## src/rtl/sqrt_pkg.sv

```systemverilog
// ---------------------------------------------------------------------------
// sqrt_pkg
// Shared definitions for the sequential BCD square-root engine:
//   - FSM state encoding (3 bits)
//   - datapath widths and the fixed-point scale factor
//   - per-phase iteration counts
//   - helpers: BCD digit validity check, constant power of ten
// ---------------------------------------------------------------------------
package sqrt_pkg;

    typedef enum logic [2:0] {
        IDLE  = 3'd0,
        CONV  = 3'd1,
        SCALE = 3'd2,
        ROOT  = 3'd3,
        B2D   = 3'd4,
        FIN   = 3'd5,
        ERR   = 3'd6
    } state_t;

    localparam int BIN_W = 20;
    localparam int RAD_W = 40;
    localparam logic [RAD_W-1:0] SCALE_K = 40'd1_000_000;

    localparam int CONV_CYC = 6;
    localparam int ROOT_CYC = 20;
    localparam int B2D_CYC  = 20;

    // True if any nibble of a 6-digit packed BCD word is above 9.
    function automatic logic has_bad_digit(input logic [23:0] d);
        logic bad;
        bad = 1'b0;
        for (int i = 0; i < 6; i++) begin
            if (d[4*i +: 4] > 4'd9) bad = 1'b1;
        end
        return bad;
    endfunction

    // Elaboration-time 10^n in the radicand width.
    function automatic logic [RAD_W-1:0] pow10(input int n);
        logic [RAD_W-1:0] r;
        r = 40'd1;
        for (int i = 0; i < n; i++) r = r * 40'd10;
        return r;
    endfunction

endpackage

```

## src/rtl/bin2bcd_dd.sv

```systemverilog
// ---------------------------------------------------------------------------
// bin2bcd_dd
// Sequential double-dabble converter: 20-bit binary to 6 packed BCD digits,
// one shift per clock.
// Ports:
//   clock  - system clock
//   reset  - synchronous active-high reset
//   load   - capture bin (also performs the first shift in the same edge)
//   bin    - binary value to convert
//   bcd    - packed BCD result, valid while ready is high
//   ready  - set once all BIN_W shifts are complete; cleared by load
// ---------------------------------------------------------------------------
module bin2bcd_dd
    import sqrt_pkg::*;
(
    input  logic             clock,
    input  logic             reset,
    input  logic             load,
    input  logic [BIN_W-1:0] bin,
    output logic [23:0]      bcd,
    output logic             ready
);

    logic [BIN_W-1:0] r_bin;
    logic [23:0]      r_bcd;
    logic [4:0]       r_cnt;
    logic             r_ready;
    logic [23:0]      w_adj;

    // Add 3 to every digit >= 5 so the following left shift carries correctly.
    function automatic logic [23:0] dd_adjust(input logic [23:0] v);
        logic [23:0] r;
        r = v;
        for (int i = 0; i < 6; i++) begin
            if (v[4*i +: 4] >= 4'd5) r[4*i +: 4] = v[4*i +: 4] + 4'd3;
        end
        return r;
    endfunction

    assign w_adj = dd_adjust(r_bcd);

    always_ff @(posedge clock) begin
        if (reset) begin
            r_bin   <= '0;
            r_bcd   <= '0;
            r_cnt   <= '0;
            r_ready <= 1'b0;
        end else if (load) begin
            // The BCD accumulator starts at zero, so the first shift needs no
            // adjust and can be folded into the load.
            r_bcd   <= {23'd0, bin[BIN_W-1]};
            r_bin   <= {bin[BIN_W-2:0], 1'b0};
            r_cnt   <= 5'd1;
            r_ready <= 1'b0;
        end else if (r_cnt != 5'd0 && !r_ready) begin
            r_bcd   <= {w_adj[22:0], r_bin[BIN_W-1]};
            r_bin   <= {r_bin[BIN_W-2:0], 1'b0};
            r_cnt   <= r_cnt + 5'd1;
            r_ready <= (r_cnt == 5'(B2D_CYC - 1));
        end
    end

    assign bcd   = r_bcd;
    assign ready = r_ready;

endmodule

```

## src/rtl/sqrt_engine_seq.sv

```systemverilog
// ---------------------------------------------------------------------------
// sqrt_engine_seq
// Sequential square root of a 6-digit BCD integer. Result is
// floor(sqrt(N) * 1000) as 6 packed BCD digits (DDD.DDD), truncated.
// Fixed latency: start accepted at T -> done at T+48 (or T+1 on a bad digit).
// Ports:
//   clock   - system clock
//   reset   - synchronous active-high reset; aborts any computation
//   start   - one-cycle request, honoured only in IDLE
//   in_dec  - packed BCD radicand, captured on an accepted start
//   out_dec - packed BCD result, held between computations
//   busy    - high during CONV, SCALE, ROOT and B2D
//   done    - one-cycle pulse in the cycle out_dec/err take new values
//   err     - last request had a non-BCD digit; held until the next result
// ---------------------------------------------------------------------------
module sqrt_engine_seq
    import sqrt_pkg::*;
#(
    parameter int DIGITS      = 6,
    parameter int FRAC_DIGITS = 3
) (
    input  logic                clock,
    input  logic                reset,
    input  logic                start,
    input  logic [4*DIGITS-1:0] in_dec,
    output logic [4*DIGITS-1:0] out_dec,
    output logic                busy,
    output logic                done,
    output logic                err
);

    localparam logic [RAD_W-1:0] L_SCALE = pow10(2 * FRAC_DIGITS);

    state_t           r_state, w_next;
    logic [23:0]      r_in, r_out;
    logic [BIN_W-1:0] r_acc, r_root;
    logic [RAD_W-1:0] r_rad, r_rem;
    logic [4:0]       r_cnt;
    logic             r_err;

    logic             w_bad, w_load, w_ready, w_ge;
    logic [23:0]      w_bcd;
    logic [BIN_W-1:0] w_acc_next, w_root_next;
    logic [RAD_W-1:0] w_rem_sh, w_trial, w_rem_sub, w_rad_scaled;

    assign w_bad = has_bad_digit(in_dec);

    // BCD -> binary: digits arrive MSD first from the top of r_in.
    assign w_acc_next = r_acc * 20'd10 + {16'd0, r_in[23:20]};

    assign w_rad_scaled = {20'd0, r_acc} * L_SCALE;

    // Restoring bit-pair root: bring down two radicand bits, try 4*root+1.
    assign w_rem_sh    = {r_rem[RAD_W-3:0], r_rad[RAD_W-1 -: 2]};
    assign w_trial     = {18'd0, r_root, 2'b01};
    assign w_ge        = (w_rem_sh >= w_trial);
    assign w_rem_sub   = w_rem_sh - w_trial;
    assign w_root_next = {r_root[BIN_W-2:0], w_ge};

    // State register
    always_ff @(posedge clock) begin
        if (reset) r_state <= IDLE;
        else       r_state <= w_next;
    end

    // Next-state logic
    always_comb begin
        w_next = r_state;
        case (r_state)
            IDLE:  if (start) w_next = w_bad ? ERR : CONV;
            CONV:  if (r_cnt == 5'(CONV_CYC - 1)) w_next = SCALE;
            SCALE: w_next = ROOT;
            ROOT:  if (r_cnt == 5'(ROOT_CYC - 1)) w_next = B2D;
            B2D:   if (w_ready) w_next = FIN;
            FIN:   w_next = IDLE;
            ERR:   w_next = IDLE;
            default: w_next = IDLE;
        endcase
    end

    // Outputs decoded from state; the converter is loaded with the final
    // root bit in the same edge that computes it.
    always_comb begin
        busy   = 1'b0;
        done   = 1'b0;
        w_load = 1'b0;
        case (r_state)
            CONV, SCALE, B2D: busy = 1'b1;
            ROOT: begin
                busy   = 1'b1;
                w_load = (r_cnt == 5'(ROOT_CYC - 1));
            end
            FIN, ERR: done = 1'b1;
            default: ;
        endcase
    end

    always_ff @(posedge clock) begin
        if (reset) begin
            r_in   <= '0;
            r_out  <= '0;
            r_acc  <= '0;
            r_root <= '0;
            r_rad  <= '0;
            r_rem  <= '0;
            r_cnt  <= '0;
            r_err  <= 1'b0;
        end else begin
            case (r_state)
                IDLE: if (start) begin
                    r_in  <= in_dec[23:0];
                    r_acc <= '0;
                    r_cnt <= '0;
                    if (w_bad) begin
                        r_out <= '0;
                        r_err <= 1'b1;
                    end
                end
                CONV: begin
                    r_acc <= w_acc_next;
                    r_in  <= {r_in[19:0], 4'd0};
                    r_cnt <= r_cnt + 5'd1;
                end
                SCALE: begin
                    r_rad  <= w_rad_scaled;
                    r_rem  <= '0;
                    r_root <= '0;
                    r_cnt  <= '0;
                end
                ROOT: begin
                    r_rem  <= w_ge ? w_rem_sub : w_rem_sh;
                    r_root <= w_root_next;
                    r_rad  <= {r_rad[RAD_W-3:0], 2'b00};
                    r_cnt  <= r_cnt + 5'd1;
                end
                B2D: if (w_ready) begin
                    r_out <= w_bcd;
                    r_err <= 1'b0;
                end
                default: ;
            endcase
        end
    end

    bin2bcd_dd u_b2d (
        .clock (clock),
        .reset (reset),
        .load  (w_load),
        .bin   (w_root_next),
        .bcd   (w_bcd),
        .ready (w_ready)
    );

    assign out_dec = r_out;
    assign err     = r_err;

endmodule
```

## config.mk

```make
export PLATFORM = sky130hd
export DESIGN_NAME = sqrt_engine_seq
export DESIGN_NICKNAME = d
export VERILOG_FILES = /design/src/rtl/sqrt_pkg.sv /design/src/rtl/bin2bcd_dd.sv /design/src/rtl/sqrt_engine_seq.sv
export SDC_FILE = /design/constraint.sdc
export NUM_CORES = 1
export LEC_CHECK = 0
export CORE_MARGIN = 2
export CORE_UTILIZATION = 55
export DETAILED_ROUTE_END_ITERATION = 7
export PLACE_DENSITY = 0.73
export SYNTH_ARGS = -nofsm -noshare
export SYNTH_HDL_FRONTEND = slang
export SYNTH_SLANG_ARGS = --single-unit
```

## constraint.sdc

```tcl
create_clock -name clock -period 7.97 [get_ports clock]
set_input_delay 0.797 -clock clock [delete_from_list [all_inputs] [get_ports clock]]
set_output_delay 0.797 -clock clock [all_outputs]
set_load 0.05 [all_outputs]
```

== Yosys cells after proc, flatten, opt, wreduce, memory -nomap -nowiden ==
Cells that the tools add are included.
Storage, ports and cells
  word-level logic and storage cells: 116
  input port bits: 27
  bits in registers: 224
Operators by class
  equality and inequality tests: 14
  $mul: 2
  add/sub/neg operators: 10
  order comparisons: 13
  mux-type cells: 45
  reduce and logical (&&, ||, !) cells: 17
Operators by type and width (number)
  $mux 24: 4
  $pmux 24 s2: 2
  $pmux 20 s2: 2
  $pmux 40 s2: 1
  $pmux 38 s2: 1
  $mux 20: 3
  $ge 40x22->1: 1
  $mux 38: 1
  $sub 38x22->38: 1
  $mul 20x14->34 const B: 1
  $ge 4x3->1 const B: 6
  $gt 4x4->1 const B: 6
  $add 20x4->20: 1
  $add 4x2->4 const B: 5
  $mul 20x3->19 const B: 1
  $mux 4: 5
  $mux 3: 6
  $mux 1: 16
  $pmux 3 s5: 1
  $pmux 5 s3: 1
  $add 5x1->5 const B: 2
  $eq 5x5->1 const B: 2
  $eq 3x3->1 const B: 3
  $ne 2x2->1 const B: 4
  17 further kinds: 25

== Longest topological paths before layout ==
Gate-level depths: netlist (run 1).
  word-level depth: 10
  gate-level depth with buffers: 20
  mapped depth without buffers: 20

== Hierarchy ==
From an unflattened synthesis (run 1), not the netlist that was laid out.
Second synthesis, totals
  cell total of the unflattened synthesis: 1855
  area, all modules: 16085.4 sq um
By module, submodules not included
  sqrt_engine_seq: cells an instance 1552, area each 13480.4 sq um, seq. area each 3383.2 sq um, times used 1
  bin2bcd_dd: cells an instance 303, area each 2605.0 sq um, seq. area each 980.9 sq um, times used 1

== Least setup slack after synthesis (run 1) ==
Ideal clock, no wire load.
  path kind: register to register
  start point: register r_acc[1]
  end point: register r_rad[37]
  slack: 2.301 ns
  path buffers: 0
  arrival: 5.591 ns
  clock period less this slack: 5.669 ns
  cell stages (with the launch flop): 20
  setup time: 0.079 ns
  path through: dfxtp_1 > inv_1 > fa_1 > fa_1 > inv_1 > fa_1 > fa_1 > ha_1 > inv_1 > fa_1 > inv_1 > ha_1 > a21oi_1 > or3b_2 > o21ai_1 > nand2_1 > a21oi_1 > o211ai_1 > or4_1 > o211ai_1
Between the ends
  word-level cells in the longest chain between the ends: 2
RTL lines
  from (decl): line sqrt_engine_seq.sv:36  | logic [BIN_W-1:0] r_acc, r_root;
  from (signal assigned): line sqrt_engine_seq.sv:120  | r_acc <= w_acc_next;
  $mul 20x14->34: line sqrt_engine_seq.sv:51  | assign w_rad_scaled = {20'd0, r_acc} * L_SCALE;
  $pmux 40 s2: line sqrt_engine_seq.sv:109  | case (r_state)
  to (signal assigned): line sqrt_engine_seq.sv:125  | r_rad <= w_rad_scaled;
  to (signal assigned): line sqrt_engine_seq.sv:133  | r_rad <= {r_rad[RAD_W-3:0], 2'b00};
  to (decl): line sqrt_engine_seq.sv:37  | logic [RAD_W-1:0] r_rad, r_rem;
No other way between the ends. The select of a mux whose other input is x is not followed.
A chain may end at the register's enable or synchronous reset.

== Final worst setup path (run 1) ==
Same ends and word-level chain as after synthesis.

==> results.txt, run 1 <==
- Entering global routing, the biggest net connects 78 pins.
* Final count of hold timing violations: 0
* Finish-stage setup viols: 0
- STA classifies the critical path endpoint as a flip-flop.
* Clock insertion delay at the later pin of the skew report: between 0.5 and 0.6 ns
- Number of enable flip-flop cells after synthesis: 0
* Total negative slack for setup checks: 0 ns
* Y dimension of the die: ~170 um
- Resized cells post-CTS: 0
- In this run the count of I/O pins placed on the die edge is 54.
- Die W: 174 um
- Number of distinct library cell variants in the gate-level netlist after synthesis: 75
* Antenna viol nets, final: 0
* H-tree depth reported by CTS: 1
- Portion of the clock cycle consumed by the worst path in the final layout: 0.769
- Data arrival, critical path: 6.58 ns
- HPWL reported at the end of detailed placement: between 20000 and 30000 um
- Core Area: 28500 um2
* Cell area power density: 187 nW/um2
* Top achievable clock speed: between 150 and 200 MHz
- Across all register-to-register paths, the minimum setup slack is about 1.8 ns.
- Leakage Power: roughly 7.9 nW
- For this configuration, the core starts out at a cell density of 0.556.
- Crit path max-delay family: adder cells
- Synthesized net count: between 2000 and 2500
* Measured slew at the worst slew-check pin: 1.33 ns
- The design draws around 3.3 mW.
- The final layout contains around 2200 nets.
- Antenna violations before repair: 0
* Count of routing violations after the opening detailed-route iteration: between 900 and 1000
- Worst-case reg-to-reg path depth: 19
- Setup repair after global routing missed its margin: false
* Num CTS Buffers: 26
* Sequential-to-total area share from yosys stat: 0.275
- The first detailed-routing pass took 6 iterations.
- The first global-routing pass estimated ~62000 um of wire.
- Across the run, the number of max-cap violations was 0.
* Status: finished clean
* Ranking of synthesized cells by area: sky130_fd_sc_hd__dfxtp_1 (27%), sky130_fd_sc_hd__ha_1 (14%), sky130_fd_sc_hd__fa_1 (9.7%)
- Together, buffers and inverters on the worst path number 4.
- The startpoint identified for the worst register-to-register timing path is r_acc[1].
- Post-route design area: roughly 18000 um2
* Worst setup SP type: flip-flop
* Total number of clock tree sinks: approximately 220
- Share of the core filled with cells: 0.615
* Global Route Usage Sum: 0.240
- Max Clock Skew: roughly 0.029 ns
- Cell total after placement: around 2200
* Yosys Warn Count: 0
- In this design, the stage delay of the slowest critical-path cell is a little under 0.6 ns.
- Dividing the detail-routed via count by the number of cells gives about 5.9.
- Along the worst hold path, the cell count comes to 2.
- Share of synthesized registers carrying an async set or reset: 0
- Summing every instance area after synthesis gives roughly 16000 um2.
- The die covers a little over 30000 um2.
- Worst path setup slack after routing: 1.84 ns
- Once placement finished, the instance area stood at 16700 um2.
* Reg-to-reg endpoint: r_rad[37]
* Global-route congestion overflow total: 0
* Detailed-route wire length per cell: roughly 16 um
* Library cell with the largest summed area after synthesis: sky130_fd_sc_hd__dfxtp_1
- Ratio of cells with drive above 1 in the final layout: 0.0457
* Post-place setup slack: between 1.5 and 2 ns
- Of the post-synthesis cell area, the dominant cell type holds 0.275.
- The floorplan has 62 rows.
* Cts hold-fix bufs: 0
* Mean Syn Cell Area: between 8 and 9 um2
- Once the clock tree was built, the setup fixing pass inserted 0 buffers.
- Crit path required time: around 8.4 ns
- IR analysis of the VDD net gives a maximum drop of 0.000243 V.
* Cell seen most often among critical-path stages: sky130_fd_sc_hd__fa_1
- Clock-pin transition on the worst setup and hold timing paths: 0.06 ns
* Max_slew headroom: 0.114
- The clock passes through at most 3 buffers.
- The cell count after synthesis came out at around 1900.
- Endpoint, Worst Hold: r_rad[12]
- Cell at the slowest stage of the critical path: sky130_fd_sc_hd__dfxtp_1
- CP Cell Sequence: inv_1 > fa_1 > fa_1 > inv_1 > fa_1 > fa_1 > ha_1 > inv_1 > fa_1 > inv_1 > ha_1 > a21oi_1 > or3b_2 > o21ai_1 > nand2_1 > a21oi_1 > o211ai_1 > or4_1 > o211ai_1
- In this run, synthesis produced a sequential element count of approximately 220.
* Total DRC errors in the routed layout: 0
* Min Hold Slack: 0.455 ns
- Sum of routed wire length over all layers: ~37000 um
- For this run, the leading register cell type out of synthesis is sky130_fd_sc_hd__dfxtp_1.
- Global placement routability congestion: between 0.8 and 0.9
- Number of global-route vias before repair: approximately 13000
- The root buffer cell chosen for the clock tree is sky130_fd_sc_hd__clkbuf_16.
- The routed layout has 13455 vias.
- Final instance count without filler cells: 2289
- The worst path in the final design needs a cycle of between 6 and 7 ns, including I/O delays and setup.
- Number of pins with negative max-slew slack in the final report: 0
* Type of the worst setup path: flip-flop to flip-flop
- The worst hold path begins at r_rad[12].
- The number of antenna diodes in the final layout is 0.
- Port bufs: between 50 and 60
- Area growth, synth to finish: 10.6%
- Worst-path fanout max: 9
- The worst hold path belongs to the class flip-flop to flip-flop.
* Clock tree from TritonCTS: built
final cells by class:
cell class / count / area (um2)
fill: 2491 / 11000
clock buffer: 36 / 748
timing repair buffer: 66 / 626
multi-input combinational: 1413 / 10600
inverter: 161 / 604
clock inverter: 11 / 165
tap: 384 / 480
sequential: 218 / 4360
registers in the layout, summed over array words and instances, names as in the netlist:
register,cells
u_b2d.r_cnt,5
u_b2d.r_bin,19
r_rem,38
u_b2d.bcd,24
r_cnt,5
r_acc,20
r_rad,34
r_state,3
err,1
out_dec,24
r_root,20
r_in,24
u_b2d.ready,1
routing by layer:
| metal | track usage | up-vias | share of wire |
|---|---|---|---|
| met2 | 0.396 | 316 | 0.45 |
| met5 | 0 | - | 0 |
| met3 | 0.0311 | 45 | 0.042 |
| met1 | 0.338 | 6444 | 0.49 |
| li1 | - | 6650 | - |
| met4 | 0.0532 | 0 | 0.018 |
report_power, final:
group	internal (mW)	switching [mW]
Sequential	1.15	0.0610
Combinational	0.276	0.548
Clock	0.758	0.489
Total	2.18	1.10
worst register-to-register path, stage by stage, from the launching register on:
cell and delay [ns]:
sky130_fd_sc_hd__dfxtp_1 0.58, sky130_fd_sc_hd__inv_1 0.16, sky130_fd_sc_hd__fa_1 0.52, sky130_fd_sc_hd__fa_1 0.51, sky130_fd_sc_hd__inv_1 0.05, sky130_fd_sc_hd__fa_1 0.52
sky130_fd_sc_hd__fa_1 0.43, sky130_fd_sc_hd__ha_1 0.29, sky130_fd_sc_hd__inv_1 0.05, sky130_fd_sc_hd__fa_1 0.50, sky130_fd_sc_hd__inv_1 0.04, sky130_fd_sc_hd__ha_1 0.34
sky130_fd_sc_hd__a21oi_1 0.24, sky130_fd_sc_hd__or3b_2 0.48, sky130_fd_sc_hd__o21ai_1 0.17, sky130_fd_sc_hd__nand2_1 0.11, sky130_fd_sc_hd__a21oi_1 0.25, sky130_fd_sc_hd__o211ai_1 0.19
sky130_fd_sc_hd__or4_1 0.50, sky130_fd_sc_hd__o211ai_1 0.10
synthesized netlist by cell type, types with 30 or more instances:
library cell and instances:
sky130_fd_sc_hd__a21oi_1 135, sky130_fd_sc_hd__fa_1 77, sky130_fd_sc_hd__o21ai_0 77, sky130_fd_sc_hd__nor2_1 197
sky130_fd_sc_hd__dfxtp_1 218, sky130_fd_sc_hd__a22oi_1 93, sky130_fd_sc_hd__ha_1 173, sky130_fd_sc_hd__xnor2_1 61
sky130_fd_sc_hd__clkbuf_1 66, sky130_fd_sc_hd__nor3_1 33, sky130_fd_sc_hd__xor2_1 41, sky130_fd_sc_hd__nand2_1 164
sky130_fd_sc_hd__a21o_1 30, sky130_fd_sc_hd__nand3_1 36, sky130_fd_sc_hd__inv_1 161
cells by family after synthesis:
kind of cell	synth area share
simple gates	0.156
compound gates	0.212
buf+inv	0.0608
xor+xnor	0.0563
mux	0.00638
fa+ha+maj	0.233
flops	0.275
cells in the final DEF, fill, tap and decap left out, drive strengths merged, types with 9 or more instances in the layout:
cell	n
dfxtp	218
nor2	198
ha	173
nand2	165
inv	162
a21oi	135
a22oi	93
o21ai	93
fa	77
xnor2	61
clkdlybuf4s50	52
xor2	41
nand3	36
clkbuf	36
nor3	34
a21o	30
a311oi	20
a211oi	17
a222oi	16
or3	15
and3	15
buf	14
nand2b	14
a31oi	14
nand4	13
o21a	12
nor2b	10
o21bai	10
o22ai	9
mux2i	9
nor4	9
worst max-delay path by stage:
stage	start	to	cells after the start
floorplan	r_acc[1]	r_rad[37]	19
global placement	r_acc[1]	r_rad[37]	19
detailed placement	r_acc[1]	r_rad[37]	19
CTS	r_acc[1]	r_rad[37]	19
global route	r_acc[1]	r_rad[37]	19
finish	r_acc[1]	r_rad[37]	19
(Power assumes the default switching activity.)
==> inputs of run 2 (changes only) <==
Clock period 7.97 ns to 6.05 ns, I/O delays scaled along.
==> results.txt, run 2 (synthesis gave the netlist of run 1 again) <==
* Worst setup SP type: flip-flop
- In this run the power density over the cells is 239 nW/um2.
* Max Clock Skew: 0.0250 ns
- Peak per-stage delay on the critical path: about 0.53 ns
* Clock-pin transition on the worst setup and hold timing paths: roughly 0.060 ns
- Buffers inserted to repair hold after CTS numbered 0.
- Number of max-capacitance violations reported: 0
- At the worst endpoint, the required time is ~6.5 ns.
- The count of nets left with antenna violations once routing finished came out at 0.
* Pin count of the biggest net entering global routing: 84
- The routed layout has approximately 13000 vias.
- Post-detailed-route via-to-cell ratio: approximately 5.8
* Initial standard-cell utilization of the core: 0.556
* Post-layout min period: ~5.7 ns
- Compared with the post-synthesis result, the final layout area differs by 10.7%.
- Before antenna repair, the detailed router went through 7 iterations.
* CP Cell Sequence: inv_2 > fa_1 > fa_1 > inv_1 > fa_1 > fa_1 > ha_1 > inv_1 > fa_1 > inv_1 > ha_1 > a21oi_2 > or3b_2 > o21ai_1 > nand2_1 > a21oi_2 > o211ai_1 > or4_1 > o211ai_1
- The first global-routing pass estimated 62000 um of wire.
* Detailed-route wire length per cell: between 15 and 20 um
* Count of pins on the block boundary: 54
- The initialized floorplan defines 62 standard-cell rows.
- The later pin in the worst-skew pair is clocked with a latency of 0.55 ns.
- Die W: ~170 um
- Post-place setup slack: about 0.15 ns
* N_diodes: 0
- CTS Buffer Depth: 3
- Max reg flops: 38
* Top achievable clock speed: ~180 MHz
- The library cells used most frequently in the layout, excluding fill and tap cells, are sky130_fd_sc_hd__dfxtp_1 (215), sky130_fd_sc_hd__nor2_1 (195), sky130_fd_sc_hd__ha_1 (173).
- After detailed routing, the number of remaining DRC violations is 0.
- In this run the most critical hold path is launched from reset.
* Max IR drop VDD: around 0.00033 V
* Worst hold path type: primary input to flip-flop
* Status: finished clean
- At the end of routability-driven placement, the weighted congestion stood at between 0.8 and 0.9.
- In this run the critical register-to-register path is launched from r_acc[3].
- The wire-length estimate of the detail-placed layout is 26300 um.
- CTS placed an instance of sky130_fd_sc_hd__clkbuf_16 at the clock tree root.
* Total Die Area: 30200 um2
- Endpoint, Worst Hold: r_rem[0]
* Finish-stage setup viols: 0
- The count of cells in the finished layout, fillers not included, comes to around 2300.
* Cell at the slowest stage of the critical path: sky130_fd_sc_hd__fa_1
* Worst-case reg-to-reg path depth: 19
- Setup slack closes at 0.346 ns.
- Ranked by flip-flop count, first place goes to r_rem.
- Num CTS Buffers: 25
* Total number of clock tree sinks: ~220
* Biggest regs: r_rem: 38 flops, r_rad: 34 flops
- Cell seen most often among critical-path stages: sky130_fd_sc_hd__fa_1
- Y dimension of the die: about 170 um
* Sum of routed wire length over all layers: between 30000 and 40000 um
- Total negative slack for setup checks: 0 ns
- For the pin with the worst max-slew slack, the measured transition is between 1 and 1.5 ns.
- Of the cells placed in the final design, the portion with a size suffix greater than 1 is 0.0533.
- In this run the tool buffered the top-level ports with between 50 and 60 buffer cells.
* Register-to-register path setup slack: ~0.35 ns
* Share of the core filled with cells: 0.616
- Final total power: 4.20 mW
- Of all nets on the critical path, the largest fanout is 6.
- Leaving out fill and tap cells, the most frequent cell in the layout is sky130_fd_sc_hd__dfxtp_1.
- Along the worst hold path, the cell count comes to 2.
- Of the available clock period, the critical path in the final layout requires 0.943.
* Setup repair after global routing missed its margin: false
* Cell total after placement: 2254
- The analysis attributes to cell leakage a power of ~7.9 nW.
- Global Route Usage Sum: 0.239
- Count of routing violations after the opening detailed-route iteration: 785
- Headroom to the max-slew limit came out at 0.190.
* Antenna violations before repair: 0
- Reg-to-reg endpoint: r_rad[37]
- For this run the aggregate overflow at the end of global routing stands at 0.
- TritonCTS built the clock tree.
- The net count of the finished layout is between 2000 and 2500.
- CTS built an H-tree with a depth of 1.
- The worst setup path is captured at a flip-flop.
- Final count of hold timing violations: 0
- Type of the worst setup path: flip-flop to flip-flop
- The final count of pins violating max slew is 0.
- Core Area: 28500 um2
- STA puts the critical path data arrival time at about 6.2 ns.
* Number of global-route vias before repair: 12839
==> run 2: cell types whose count changed in the layout (fill, tap and decap cells not counted), sizes merged <==
| cell | delta |
|---|---|
| clkbuf | -1 |
| bufinv | -1 |
| buf | +12 |
==> run 2: stage by stage <==
step	hold slack, ns	area [um2]
2_1_floorplan	0.426	15900
3_3_place_gp	0.433	16700
3_5_place_dp	0.442	16700
4_1_cts	0.438	17600
5_1_grt	0.459	17600
6_report	0.446	17600
==> run 2: per-layer routing <==
layer | GRT usage | wire length, um | up-vias
li1 | - | - | 6669
met1 | 0.336 | 17400 | 6373
met2 | 0.397 | 16600 | 321
met3 | 0.0297 | 1850 | 45
met4 | 0.0469 | 601 | 0
met5 | 0 | 0 | -
==> run 2: worst max-delay path: cells and delay by family, from the launching register on <==
kind	cells	cell delay, ns
adder cells (fa/ha/maj)	7	3.08
AND/OR/NAND/NOR	3	1.07
AO/OA/AOI/OAI	5	0.81
flip-flops	1	0.39
buffers and inverters	4	0.23
==> run 2: worst max path at each step <==
stage	start	endpoint	slack, ns	cells after the start
after floorplan	r_acc[1]	r_rad[37]	0.38	19
after global placement	r_acc[3]	r_rad[37]	0.24	19
after detailed placement	r_acc[3]	r_rad[37]	0.15	19
after CTS	r_acc[3]	r_rad[37]	0.11	19
after global routing	r_acc[7]	r_rad[37]	0.01	19
final	r_acc[3]	r_rad[37]	0.35	19
==> run 2: power breakdown <==
group / total (mW) / switching (mW) / internal (mW)
logic: 1.10 / 0.730 / 0.367
registers: 1.59 / 0.0763 / 1.51
clock network: 1.52 / 0.617 / 0.899
total: 4.20 / 1.42 / 2.78
==> run 2: repair_timing <==
action	CTS	global route
gates resized for setup	0	7
setup buffers	0	0
setup endpoints to repair	0	8
==> run 2: area by class of cell <==
cell class / instances / area, um2
flip-flops and latches: 218 / 4370
fillers: 2490 / 11000
clock inverters: 10 / 119
inverters: 161 / 604
multi-input cells: 1413 / 10600
well taps: 384 / 480
repair buffers: 78 / 716
clock buffers: 35 / 703
